$ cat src/rtl/multicycle_ctrl.sv
// rtl/multicycle_ctrl.sv - multi-cycle main control FSM for a shared-memory RV32 datapath
//
// Ports:
//   clk, rst_n          clock (rising edge), synchronous active-low reset
//   opcode              IR[6:0], used in DECODE and ADDR only
//   zero                ALU zero flag, branch taken when 1
//   mem_ready           memory completes the current access this cycle
//   mem_req, mem_we     memory request / write enable
//   i_or_d              address select: 0 = PC, 1 = ALUOut
//   ir_write, pc_write  IR / PC load enables
//   pc_src              PC source: 0 = ALU result, 1 = ALUOut
//   alu_src_a/b, aluop  ALU operand selects and operation class
//   reg_write, mem2reg  register file write and writeback select
//   retire              one-cycle pulse per completed instruction
//   illegal, bus_err    sticky trap causes
//   state               current state code
module multicycle_ctrl #(
  parameter int TIMEOUT = 255,
  parameter int CNT_W   = 8
) (
  input  logic       clk,
  input  logic       rst_n,
  input  logic [6:0] opcode,
  input  logic       zero,
  input  logic       mem_ready,
  output logic       mem_req,
  output logic       mem_we,
  output logic       i_or_d,
  output logic       ir_write,
  output logic       pc_write,
  output logic       pc_src,
  output logic [1:0] alu_src_a,
  output logic [1:0] alu_src_b,
  output logic [1:0] aluop,
  output logic       reg_write,
  output logic       mem2reg,
  output logic       retire,
  output logic       illegal,
  output logic       bus_err,
  output logic [3:0] state
);

  typedef enum logic [3:0] {
    S_FETCH  = 4'd0,
    S_DECODE = 4'd1,
    S_ADDR   = 4'd2,
    S_MEM_RD = 4'd3,
    S_WB_LD  = 4'd4,
    S_MEM_WR = 4'd5,
    S_EXEC_R = 4'd6,
    S_WB_R   = 4'd7,
    S_BRANCH = 4'd8,
    S_TRAP   = 4'd9
  } state_t;

  localparam logic [6:0] OP_R      = 7'b0110011;
  localparam logic [6:0] OP_LOAD   = 7'b0000011;
  localparam logic [6:0] OP_STORE  = 7'b0100011;
  localparam logic [6:0] OP_BRANCH = 7'b1100011;

  localparam bit              TMO_EN   = (TIMEOUT != 0);
  localparam logic [CNT_W-1:0] CNT_LAST = CNT_W'(TMO_EN ? TIMEOUT - 1 : 0);

  state_t           state_q, state_n;
  logic [CNT_W-1:0] cnt_q, cnt_n;
  logic             illegal_q, illegal_n;
  logic             bus_err_q, bus_err_n;
  logic             waiting;
  logic             timeout_hit;

  always_comb begin
    state_n   = state_q;
    illegal_n = illegal_q;
    bus_err_n = bus_err_q;

    // A wait cycle is a request cycle the memory did not complete.
    waiting     = ((state_q == S_FETCH) || (state_q == S_MEM_RD) || (state_q == S_MEM_WR))
                  && !mem_ready;
    timeout_hit = TMO_EN && waiting && (cnt_q == CNT_LAST);

    case (state_q)
      S_FETCH:  if (mem_ready) state_n = S_DECODE;
      S_DECODE: begin
        case (opcode)
          OP_R:              state_n = S_EXEC_R;
          OP_LOAD, OP_STORE: state_n = S_ADDR;
          OP_BRANCH:         state_n = S_BRANCH;
          default: begin
            state_n   = S_TRAP;
            illegal_n = 1'b1;
          end
        endcase
      end
      S_ADDR: begin
        // IR is stable here; anything but load/store cannot arrive, trap if it does.
        if (opcode == OP_LOAD)       state_n = S_MEM_RD;
        else if (opcode == OP_STORE) state_n = S_MEM_WR;
        else begin
          state_n   = S_TRAP;
          illegal_n = 1'b1;
        end
      end
      S_MEM_RD: if (mem_ready) state_n = S_WB_LD;
      S_WB_LD:  state_n = S_FETCH;
      S_MEM_WR: if (mem_ready) state_n = S_FETCH;
      S_EXEC_R: state_n = S_WB_R;
      S_WB_R:   state_n = S_FETCH;
      S_BRANCH: state_n = S_FETCH;
      S_TRAP:   state_n = S_TRAP;
      default: begin
        state_n   = S_TRAP;
        illegal_n = 1'b1;
      end
    endcase

    // mem_ready in the same cycle keeps waiting low, so completion beats the trap.
    if (timeout_hit) begin
      state_n   = S_TRAP;
      bus_err_n = 1'b1;
    end

    cnt_n = (waiting && (state_n == state_q)) ? cnt_q + CNT_W'(1) : '0;
  end

  always_ff @(posedge clk) begin
    if (!rst_n) begin
      state_q   <= S_FETCH;
      cnt_q     <= '0;
      illegal_q <= 1'b0;
      bus_err_q <= 1'b0;
    end else begin
      state_q   <= state_n;
      cnt_q     <= cnt_n;
      illegal_q <= illegal_n;
      bus_err_q <= bus_err_n;
    end
  end

  // Outputs follow the state, qualified by mem_ready/zero where the access or
  // branch outcome decides them; everything is forced low while in reset.
  always_comb begin
    mem_req   = 1'b0;
    mem_we    = 1'b0;
    i_or_d    = 1'b0;
    ir_write  = 1'b0;
    pc_write  = 1'b0;
    pc_src    = 1'b0;
    alu_src_a = 2'b00;
    alu_src_b = 2'b00;
    aluop     = 2'b00;
    reg_write = 1'b0;
    mem2reg   = 1'b0;
    retire    = 1'b0;
    illegal   = 1'b0;
    bus_err   = 1'b0;
    state     = 4'd0;
    if (rst_n) begin
      illegal = illegal_q;
      bus_err = bus_err_q;
      state   = state_q;
      case (state_q)
        S_FETCH: begin
          mem_req   = 1'b1;
          alu_src_b = 2'b01;
          ir_write  = mem_ready;
          pc_write  = mem_ready;
        end
        S_DECODE: begin
          alu_src_a = 2'b01;
          alu_src_b = 2'b10;
        end
        S_ADDR: begin
          alu_src_a = 2'b10;
          alu_src_b = 2'b10;
        end
        S_MEM_RD: begin
          mem_req = 1'b1;
          i_or_d  = 1'b1;
        end
        S_WB_LD: begin
          reg_write = 1'b1;
          mem2reg   = 1'b1;
          retire    = 1'b1;
        end
        S_MEM_WR: begin
          mem_req = 1'b1;
          i_or_d  = 1'b1;
          mem_we  = 1'b1;
          retire  = mem_ready;
        end
        S_EXEC_R: begin
          alu_src_a = 2'b10;
          aluop     = 2'b10;
        end
        S_WB_R: begin
          reg_write = 1'b1;
          retire    = 1'b1;
        end
        S_BRANCH: begin
          alu_src_a = 2'b10;
          aluop     = 2'b01;
          pc_src    = 1'b1;
          pc_write  = zero;
          retire    = 1'b1;
        end
        default: ;
      endcase
    end
  end

endmodule

$ cat config.mk
export PLATFORM = sky130hd
export DESIGN_NAME = multicycle_ctrl
export DESIGN_NICKNAME = d
export VERILOG_FILES = /design/src/rtl/multicycle_ctrl.sv
export SDC_FILE = /design/constraint.sdc
export NUM_CORES = 1
export LEC_CHECK = 0
export ABC_AREA = 1
export CAP_MARGIN = 10
export CORE_MARGIN = 2
export CORE_UTILIZATION = 47
export DETAILED_ROUTE_END_ITERATION = 8
export HOLD_SLACK_MARGIN = 0.03
export PLACE_DENSITY = 0.87
export SLEW_MARGIN = 20
export SYNTH_ARGS = -nofsm -noshare
export SYNTH_HDL_FRONTEND = slang
export SYNTH_SLANG_ARGS = --single-unit
$ cat constraint.sdc
create_clock -name clk -period 2.25 [get_ports clk]
set_clock_uncertainty 0.1 [all_clocks]
set_input_delay 0.45 -clock clk [delete_from_list [all_inputs] [get_ports clk]]
set_output_delay 0.45 -clock clk [all_outputs]
set_load 0.05 [all_outputs]
==> impl_metrics.csv, run 1 <==
group,metric,value,unit
cts,clk_latency,0.29,ns
drt,post_drt_wl_per_cell,13.9,um
cts,root_buffer,"clkbuf_4",
grt,grt_max_degree,12,
cts,clock_path_buffers,2,
placement,dpl.cell_count,246,
worst_setup_path,critPathSlowestCell,"dfxtp_2",
cts,numCtsBuffers,3,
cts,clock_sink_count,14,
power_and_ir_drop,intPower,0.000492,W
synth,ys_ff_latch,14,
die,die_y,52.8,um
synth,yosys.area.top_type,"dfxtp_1",
placement,portBuffers,31,
synth,ys_types,27,
synth,synth_most_common_cell,"nand2_1",
synth,yosys-top-cells-count,"nand2_1, inv_1, nor2_1, nand3_1, nor2_2",
drt,ant_nets,0,
power_and_ir_drop,pwr-share-comb,41.8,%
synth,ys.flop_type,"dfxtp_1",
grt,track_usage,28.1,%
sta,worst_slew_pin_slew,0.412,ns
drt,vias,1364,
cells_and_area,syn_to_final_growth,64.2,%
grt,antenna_found_initial,0,
synth,yosys.area.top_type_share,25.0,%
drt,drc_errors,0,
worst_setup_path,crit_arrival,1.63,ns
synth,yosysSeqAreaShare,25.0,%
synth,yosysWarningCount,0,
drt,drt_iter0_markers,44,
synth,syn-cell-area,1120,um^2
worst_setup_path,cp_cell_sequence,"nand2_1 > nor2_2 > inv_1 > nor2_1 > buf_12",
flow_run,maxCapViolCount,0,
grt,gr-total-overflow,0,
worst_setup_path,critical_path_class,"flip-flop to output pin",
grt,grt_pass1_vias,1339,
power_and_ir_drop,power.switching,0.000294,W
cts,path_clk_slew,0.09,ns
sta,max_freq,458,MHz
worst_setup_path,cp_top_family,"simple AND/OR/NAND/NOR gates",
grt,grt_pass1_wl,5.82,mm
synth,synthCells,179,
placement,globalplace.congestion,1.01,
cells_and_area,nFillCells,135,
run_status,status,"completed",
cts,cts_tree,"yes",
sta,whs,0.369,ns
sta,slew_headroom,72.5,%
power_and_ir_drop,leakage,0.826,nW
power_and_ir_drop,seqPwrFrac,34.6,%
power_and_ir_drop,ir_drop,0.449,mV
worst_setup_path,slowest_delay,0.44,ns
cells_and_area,stdcell_count,250,
worst_setup_path,startpoint_type,"flip-flop",
die,rows,17,
cts,post_cts_buffers,0,
synth,syn-num-nets,192,
cells_and_area,antenna_cells,0,
worst_setup_path,worst_ep_required_time,1.70,ns
sta,hold_violations,0,
synth,synth_area_per_cell,6.26,um^2
power_and_ir_drop,power_density,427,nW/um^2
synth,async_flop_share,0,%
drt,drt-pass1-iter-count,4,
die,io-pin-count,32,
cells_and_area,final_layout_size_suffix_gt1_share,35.6,%
synth,synth_area_leaders,"dfxtp_1, nand2_1, nor2_2",
cells_and_area,multi_input_area,778,um^2
die,die-area,2790,um^2
power_and_ir_drop,pwr-share-clk,23.6,%
sta,fin_crit_sh,97.0,%
die,fp.dieW,52.8,um
cells_and_area,fin_nets,236,
sta,setup_viol,0,
die,initial_utilization,50.1,%
worst_setup_path,critPathMaxFanout,7,
cts,holdBufCountCts,0,
drt,drt-total-wl,3.48,mm
die,core,2230,um^2
sta,fin_crit,2.18,ns
worst_setup_path,worstSetupEndpointType,"output pin",
sta,slew_viol_final,0,
cts,cts_htree_levels,1,
cells_and_area,regArea,283,um^2
min_path,hp-class,"flip-flop to flip-flop",
synth,synth_edf_count,0,
power_and_ir_drop,swShare,37.4,%
worst_setup_path,worst-path-buf-inv,2,
drt,avgViaCountPerCell,5.46,
placement,dp_hpwl,2.88,mm
[final timing paths]
| path | start | endpoint | slack (ns) | depth (start not counted) |
|---|---|---|---|---|
| max | state_q[0] | alu_src_a[0] | 0.07 | 5 |
| min | bus_err_q | bus_err_q | 0.37 | 2 |
| max reg2reg | state_q[3] | cnt_q[7] | 0.40 | 13 |
| min reg2reg | bus_err_q | bus_err_q | 0.37 | 2 |
[per-stage QoR]
stage	total power, W	util [%]	setup TNS, ns	instance area [um^2]	worst slack, ns
detailed placement	0.000601	80.4	-0.740	1800	-0.0898
global placement	0.000591	80.4	-0.0141	1800	-0.0141
finish	0.000786	82.4	0	1840	0.0673
global route	0.000814	82.4	-0.000736	1840	-0.000736
CTS	0.000782	82.2	0	1840	0.0460
floorplan	0.000458	-	-0.132	1180	-0.120
[power groups by stage]
| stage | registers (W) | logic [W] | clock network [W] |
|---|---|---|---|
| 2_1_floorplan | 0.000273 | 0.000186 | 0 |
| 3_3_place_gp | 0.000275 | 0.000316 | 0 |
| 3_5_place_dp | 0.000277 | 0.000324 | 0 |
| 4_1_cts | 0.000271 | 0.000326 | 0.000185 |
| 5_1_grt | 0.000274 | 0.000347 | 0.000193 |
| 6_report | 0.000272 | 0.000328 | 0.000186 |
[worst min-delay path, delay by kind of cell (launching register included)]
kind	cells	cell delay, ns
simple gates	1	0.06
compound gates	1	0.06
flops	1	0.32
[registers in the layout (all words and copies together) (netlist names)]
name,flops
state_q,4
illegal_q,1
cnt_q,8
bus_err_q,1
[cell families (layout without fill, tap and decap cells)]
family	after synthesis	after routing	share of synthesized area (%)
AO/OA/AOI/OAI	14	14	8.27
XOR/XNOR	6	6	4.69
adder cells (fa/ha/maj)	2	2	2.23
buffers and inverters	30	73	10.7
flip-flops	14	14	25.0
AND/OR/NAND/NOR	113	113	49.0
[layout make-up]
class	count	share of cell area [%]
repair buffers	42	32.7
well taps	28	1.90
flip-flops and latches	14	15.4
clock buffers	4	1.97
multi-input cells	135	42.3
inverters	27	5.71
[routing by layer]
metal | up-vias | GRT usage [%] | share of wire [%]
met4 | 0 | 11.5 | 3.8
met1 | 611 | 28.1 | 37
li1 | 658 | - | -
met3 | 19 | 4.57 | 7.2
met5 | - | 0 | 0
met2 | 76 | 55.8 | 52
[layout by cell type (no fill, tap or decap), types with 3 or more instances in the layout]
master,instances
clkdlybuf4s50_1,9
clkbuf_4,3
nor2_1,18
buf_4,11
nand3_1,17
inv_2,4
a21oi_1,3
nor3_1,3
nand2_2,5
dfxtp_1,12
nor2_2,18
nand2_1,41
inv_1,22
nand4_1,4
buf_12,21
xnor2_1,4
[repair_timing]
| action | 4_1_cts | 5_1_grt |
|---|---|---|
| pin swaps | 1 | 0 |
| endpoints found under the setup margin | 8 | 1 |
| hold endpoints to repair | 0 | 0 |
| gates cloned | 0 | 0 |
| gates resized for setup | 4 | 1 |
Power figures use the tool's default switching activity.
==> inputs of run 2 (changes only) <==
--- a/config.mk
+++ b/config.mk
@@ -9,6 +9,7 @@
 export CAP_MARGIN = 10
 export CORE_MARGIN = 2
 export CORE_UTILIZATION = 47
+export CTS_CLUSTER_DIAMETER = 30
 export DETAILED_ROUTE_END_ITERATION = 8
 export HOLD_SLACK_MARGIN = 0.03
 export PLACE_DENSITY = 0.87
==> results of run 2 <==
Same layout as run 1: the final DEF is identical, and so are final timing and power.
==> inputs of run 3 (changes only) <==
--- a/config.mk
+++ b/config.mk
@@ -7,7 +7,6 @@
 export LEC_CHECK = 0
 export ABC_AREA = 1
 export CAP_MARGIN = 10
-export CORE_MARGIN = 2
 export CORE_UTILIZATION = 47
 export CTS_CLUSTER_DIAMETER = 30
 export DETAILED_ROUTE_END_ITERATION = 8
==> impl_metrics.csv, run 3 (synthesis results as in run 1) <==
group,metric,value,unit
min_path,hp-class,"flip-flop to flip-flop",
power_and_ir_drop,pwr-share-clk,22.9,%
die,die-area,2580,um^2
grt,grt_max_degree,12,
sta,fin_crit,2.20,ns
placement,dp_hpwl,2.92,mm
die,die_y,50.8,um
power_and_ir_drop,power.switching,0.000306,W
grt,gr-total-overflow,0,
cells_and_area,nFillCells,116,
cts,cts_tree,"yes",
drt,post_drt_wl_per_cell,15.5,um
cells_and_area,fin_nets,237,
sta,hold_violations,0,
sta,setup_viol,0,
power_and_ir_drop,swShare,38.0,%
drt,drt-pass1-iter-count,7,
cts,clock_path_buffers,2,
cells_and_area,final_cell_mix,"nand2_1, buf_12, inv_1, nor2_2, nand3_1",
power_and_ir_drop,ir_drop,0.466,mV
cells_and_area,final_common_cell,"nand2_1",
sta,worst_slew_pin_slew,0.330,ns
die,initial_utilization,50.1,%
die,rows,17,
power_and_ir_drop,pwr-share-comb,43.5,%
cells_and_area,largest_reg_flops,8,
drt,vias,1434,
placement,dpl_cell_area,1800,um^2
drt,avgViaCountPerCell,5.71,
grt,antenna_found_initial,0,
worst_setup_path,worstSetupEndpointType,"output pin",
sta,setup_tns,0,ns
sta,finalWorstSetupSlack,0.0507,ns
grt,grt_pass1_vias,1407,
placement,globalplace.congestion,0.988,
grt,grt_pass1_wl,6.31,mm
drt,drt_iter0_markers,61,
cts,clk_latency,0.29,ns
cells_and_area,final_layout_size_suffix_gt1_share,40.4,%
cts,numCtsBuffers,3,
power_and_ir_drop,intPower,0.000501,W
cells_and_area,antenna_cells,0,
power_and_ir_drop,leakage,0.837,nW
sta,rsz0062_at_grt,"false",
worst_setup_path,crit_arrival,1.65,ns
grt,track_usage,32.7,%
cells_and_area,final_cell_area,1910,um^2
cells_and_area,fin_util,85.7,%
sta,slew_viol_final,0,
cts,cts_htree_levels,1,
worst_setup_path,startpoint_type,"input port",
flow_run,maxCapViolCount,0,
sta,slew_headroom,77.8,%
run_status,status,"completed",
power_and_ir_drop,totalPowerFinal,0.000807,W
worst_setup_path,critical_path_class,"input port to output pin",
drt,drt-total-wl,3.90,mm
sta,fin_crit_sh,97.7,%
cells_and_area,top_regs,"cnt_q: 8 flops, state_q: 4 flops",
power_and_ir_drop,power_density,422,nW/um^2
cells_and_area,regArea,285,um^2
cts,root_buffer,"clkbuf_4",
die,fp.dieW,50.8,um
worst_setup_path,critPathMaxFanout,4,
power_and_ir_drop,seqPwrFrac,33.7,%
cts,path_clk_slew,0.09,ns
worst_setup_path,worst_ep_required_time,1.70,ns
die,core,2230,um^2
die,io-pin-count,32,
cts,clock_sink_count,14,
drt,ant_nets,0,
cells_and_area,regMostFlops,"cnt_q",
sta,max_freq,455,MHz
cells_and_area,syn_to_final_growth,71.0,%
placement,portBuffers,31,
cells_and_area,multi_input_area,827,um^2
placement,dpl_worst_slack,-0.101,ns
drt,drc_errors,0,
[run 3: per-stage QoR]
stage | std cells | hold slack (ns)
4_1_cts | 251 | 0.366
5_1_grt | 251 | 0.394
2_1_floorplan | 179 | 0.319
3_5_place_dp | 246 | 0.341
3_3_place_gp | 246 | 0.338
6_report | 251 | 0.365
[run 3: what timing repair did]
action	4_1_cts	5_1_grt
pin swaps	1	1
endpoints found under the setup margin	13	13
buffers inserted	1	0
hold buffers	0	0
gates resized for setup	12	7
[run 3: worst max-delay path: stages]
cell and delay (ns):
clkdlybuf4s50_1 0.59, nand3_1 0.21, o21ai_2 0.23, buf_12 0.16
[run 3: area by class of cell]
class / instances / share of cell area, %
clock buffer: 4 / 1.90
inverter: 27 / 5.69
multi-input combinational: 135 / 43.2
sequential: 14 / 14.9
tap: 28 / 1.83
timing repair buffer: 43 / 32.5
[run 3: final timing paths]
check	slack, ns	start	cells past startpoint	endpoint
min reg2reg	0.36	illegal_q	2	illegal_q
min	0.36	illegal_q	2	illegal_q
max reg2reg	0.31	state_q[1]	11	cnt_q[2]
max	0.05	mem_ready	4	pc_write
[run 3: routing by layer]
metal	share of wire (%)	GRT usage [%]	vias up	wire length (um)
li1	-	-	663	-
met1	34	31.6	650	1330
met2	54	66.7	99	2120
met3	7.8	4.76	22	304
met4	3.7	14.4	0	144
met5	0	0	-	0
[run 3: power by group through the flow]
| stage | registers, W | logic, W | clock network (W) |
|---|---|---|---|
| 2_1_floorplan | 0.000273 | 0.000186 | 0 |
| 3_3_place_gp | 0.000275 | 0.000315 | 0 |
| 3_5_place_dp | 0.000276 | 0.000325 | 0 |
| 4_1_cts | 0.000270 | 0.000341 | 0.000186 |
| 5_1_grt | 0.000273 | 0.000367 | 0.000194 |
| 6_report | 0.000272 | 0.000351 | 0.000185 |
==> patch: new RTL, flow settings as in run 2 <==
Make the reset (`rst_n`) asynchronous in one clocked block. Comments in the files are not updated.
--- a/src/rtl/multicycle_ctrl.sv
+++ b/src/rtl/multicycle_ctrl.sv
@@ -124,3 +124,3 @@
 
-  always_ff @(posedge clk) begin
+  always_ff @(posedge clk or negedge rst_n) begin
     if (!rst_n) begin
Check against the original RTL: no difference found for any inputs over 10 cycles, from zero or initial values and one cycle with rst_n low; that may be too few to reach the edited logic, so the function may still have changed.
==> patch against run 2 <==
Sequential cell count did not move. Synthesized area rose by 6.5%. Routed wire length fell by 20%. Register-to-register slack got worse by 0.11 ns. Critical path depth did not move. Largest cell class unchanged. Cell area rose by 3.3%. Worst setup slack got worse by 0.033 ns.
Power is not compared: it rests on default switching activity, and its combinational part moved more than twofold at a synthesized area within 25%.
==> patch: results (changes against run 2) <==
[cts]
worstSkewPairLatency_ns = 0.27  ; -0.02 ns
cts_resized = 3  ; -1
cts_setup_buffers = 0  ; unchanged

[logic_synthesis]
syn_area_per_cell_um2 = 6.85  ; +9.5%
synth_seq_area_share = 0.294  ; +0.0435
yosys.area_share.xor_xnor = 0.0441  ; -0.00286
synthAdderAreaFrac = 0.0210  ; -0.00136
yosys-top-cells-count = nand2_1 (31), inv_1 (27), nor2_1 (21)
async_reset_ff_frac = 1.00  ; +1.00
synth_compound_area_frac = 0.0598  ; -0.0229
synth_ff_type = dfrtp_1
synth.top_cells.by_area = dfrtp_1 (29%), nand2_1 (9.8%), inv_1 (8.5%)
netlist_area_um2 = 1190  ; +6.5%

[timing]
min_period_ns = 2.22  ; +0.0333 ns
max_slew.worst_pin.slew_ns = 0.312  ; -0.0995 ns
whs_ns = 0.383  ; +0.0134 ns

[drt]
drt-total-wl_mm = 2.79  ; -20%
drt_iter0_markers = 39  ; -11%
via_per_inst = 4.89  ; -10%

[grt]
grt_usage = 0.219  ; -0.0618
grt_first_pass_wirelength_mm = 4.73  ; -19%
grt_max_degree = 11  ; -1

[cells_and_area]
n_sequential_cell = 14  ; unchanged
multi_input_gates = 126  ; -6.7%
inv_count = 32  ; +19%
nonClkBufAreaFrac = 0.314  ; -0.0136
multiInputGateArea_um2 = 751  ; -3.5%
seq_share = 0.187  ; +0.0333
fillerInstances = 169  ; +25%
clock_tree_area_fraction = 0.0191  ; -0.000624
regArea_um2 = 355  ; +26%
drive_above_1_share = 0.378  ; +0.0220
final_nets = 231  ; -2.1%
buffers = 41  ; -2.4%
fin_cells = 247  ; -1.2%

[min_path]
holdCritPathClass = flop to flop
hold_path.startpoint = illegal_q

[placed_design]
dp_cells = 242  ; -1.6%
place_area_um2 = 1810  ; +0.77%
dp_hpwl_mm = 2.29  ; -20%
globalplace.congestion = 0.940  ; -7.3%

[power_and_ir_drop]
power.density_nw_per_um2 = 268

[status]
status = complete, no violations

[critical_path]
crit_path_max_incr_delay_ns = 0.53  ; +0.09 ns
rrSetupSlack_ns = 0.29  ; -0.11 ns
crit_fanout = 9  ; +2
crit_path_start = rst_n
cpMaxStageDelayCell = clkdlybuf4s50_1
critPathArrivalTime_ns = 1.67  ; +0.04 ns

patch: cell count changes in the layout (fill, tap and decap cells not counted), sizes merged, moves of 2 or more:
| cell | change |
|---|---|
| nor3 | -2 |
| nand3 | +4 |
| dfrtp | +14 |
| nand2 | -10 |
| inv | +5 |
| dfxtp | -14 |
| nor2 | +2 |
patch: final timing paths:
| check | endpoint | cells after the start |
|---|---|---|
| setup / recovery | aluop[0] | 5 |
| hold / removal | illegal_q | 2 |
| setup reg to reg | cnt_q[2] | 13 |
| hold reg to reg | illegal_q | 2 |
| max in group asynchronous | state_q[3] | 3 |
| min in group asynchronous | state_q[0] | 2 |
patch: cells by family after synthesis:
group,count (synthesis)
compound gates,12
xor+xnor,6
fa+ha+maj,2
buf+inv,34
flops,14
simple gates,106
patch: metal layers:
metal  vias up  part of all wire  GRT usage
li1        631                 -          -
met1       535              0.45      0.274
met2        37              0.49      0.388
met3         6             0.038     0.0273
met4         0             0.016     0.0750
met5         -                 0          0
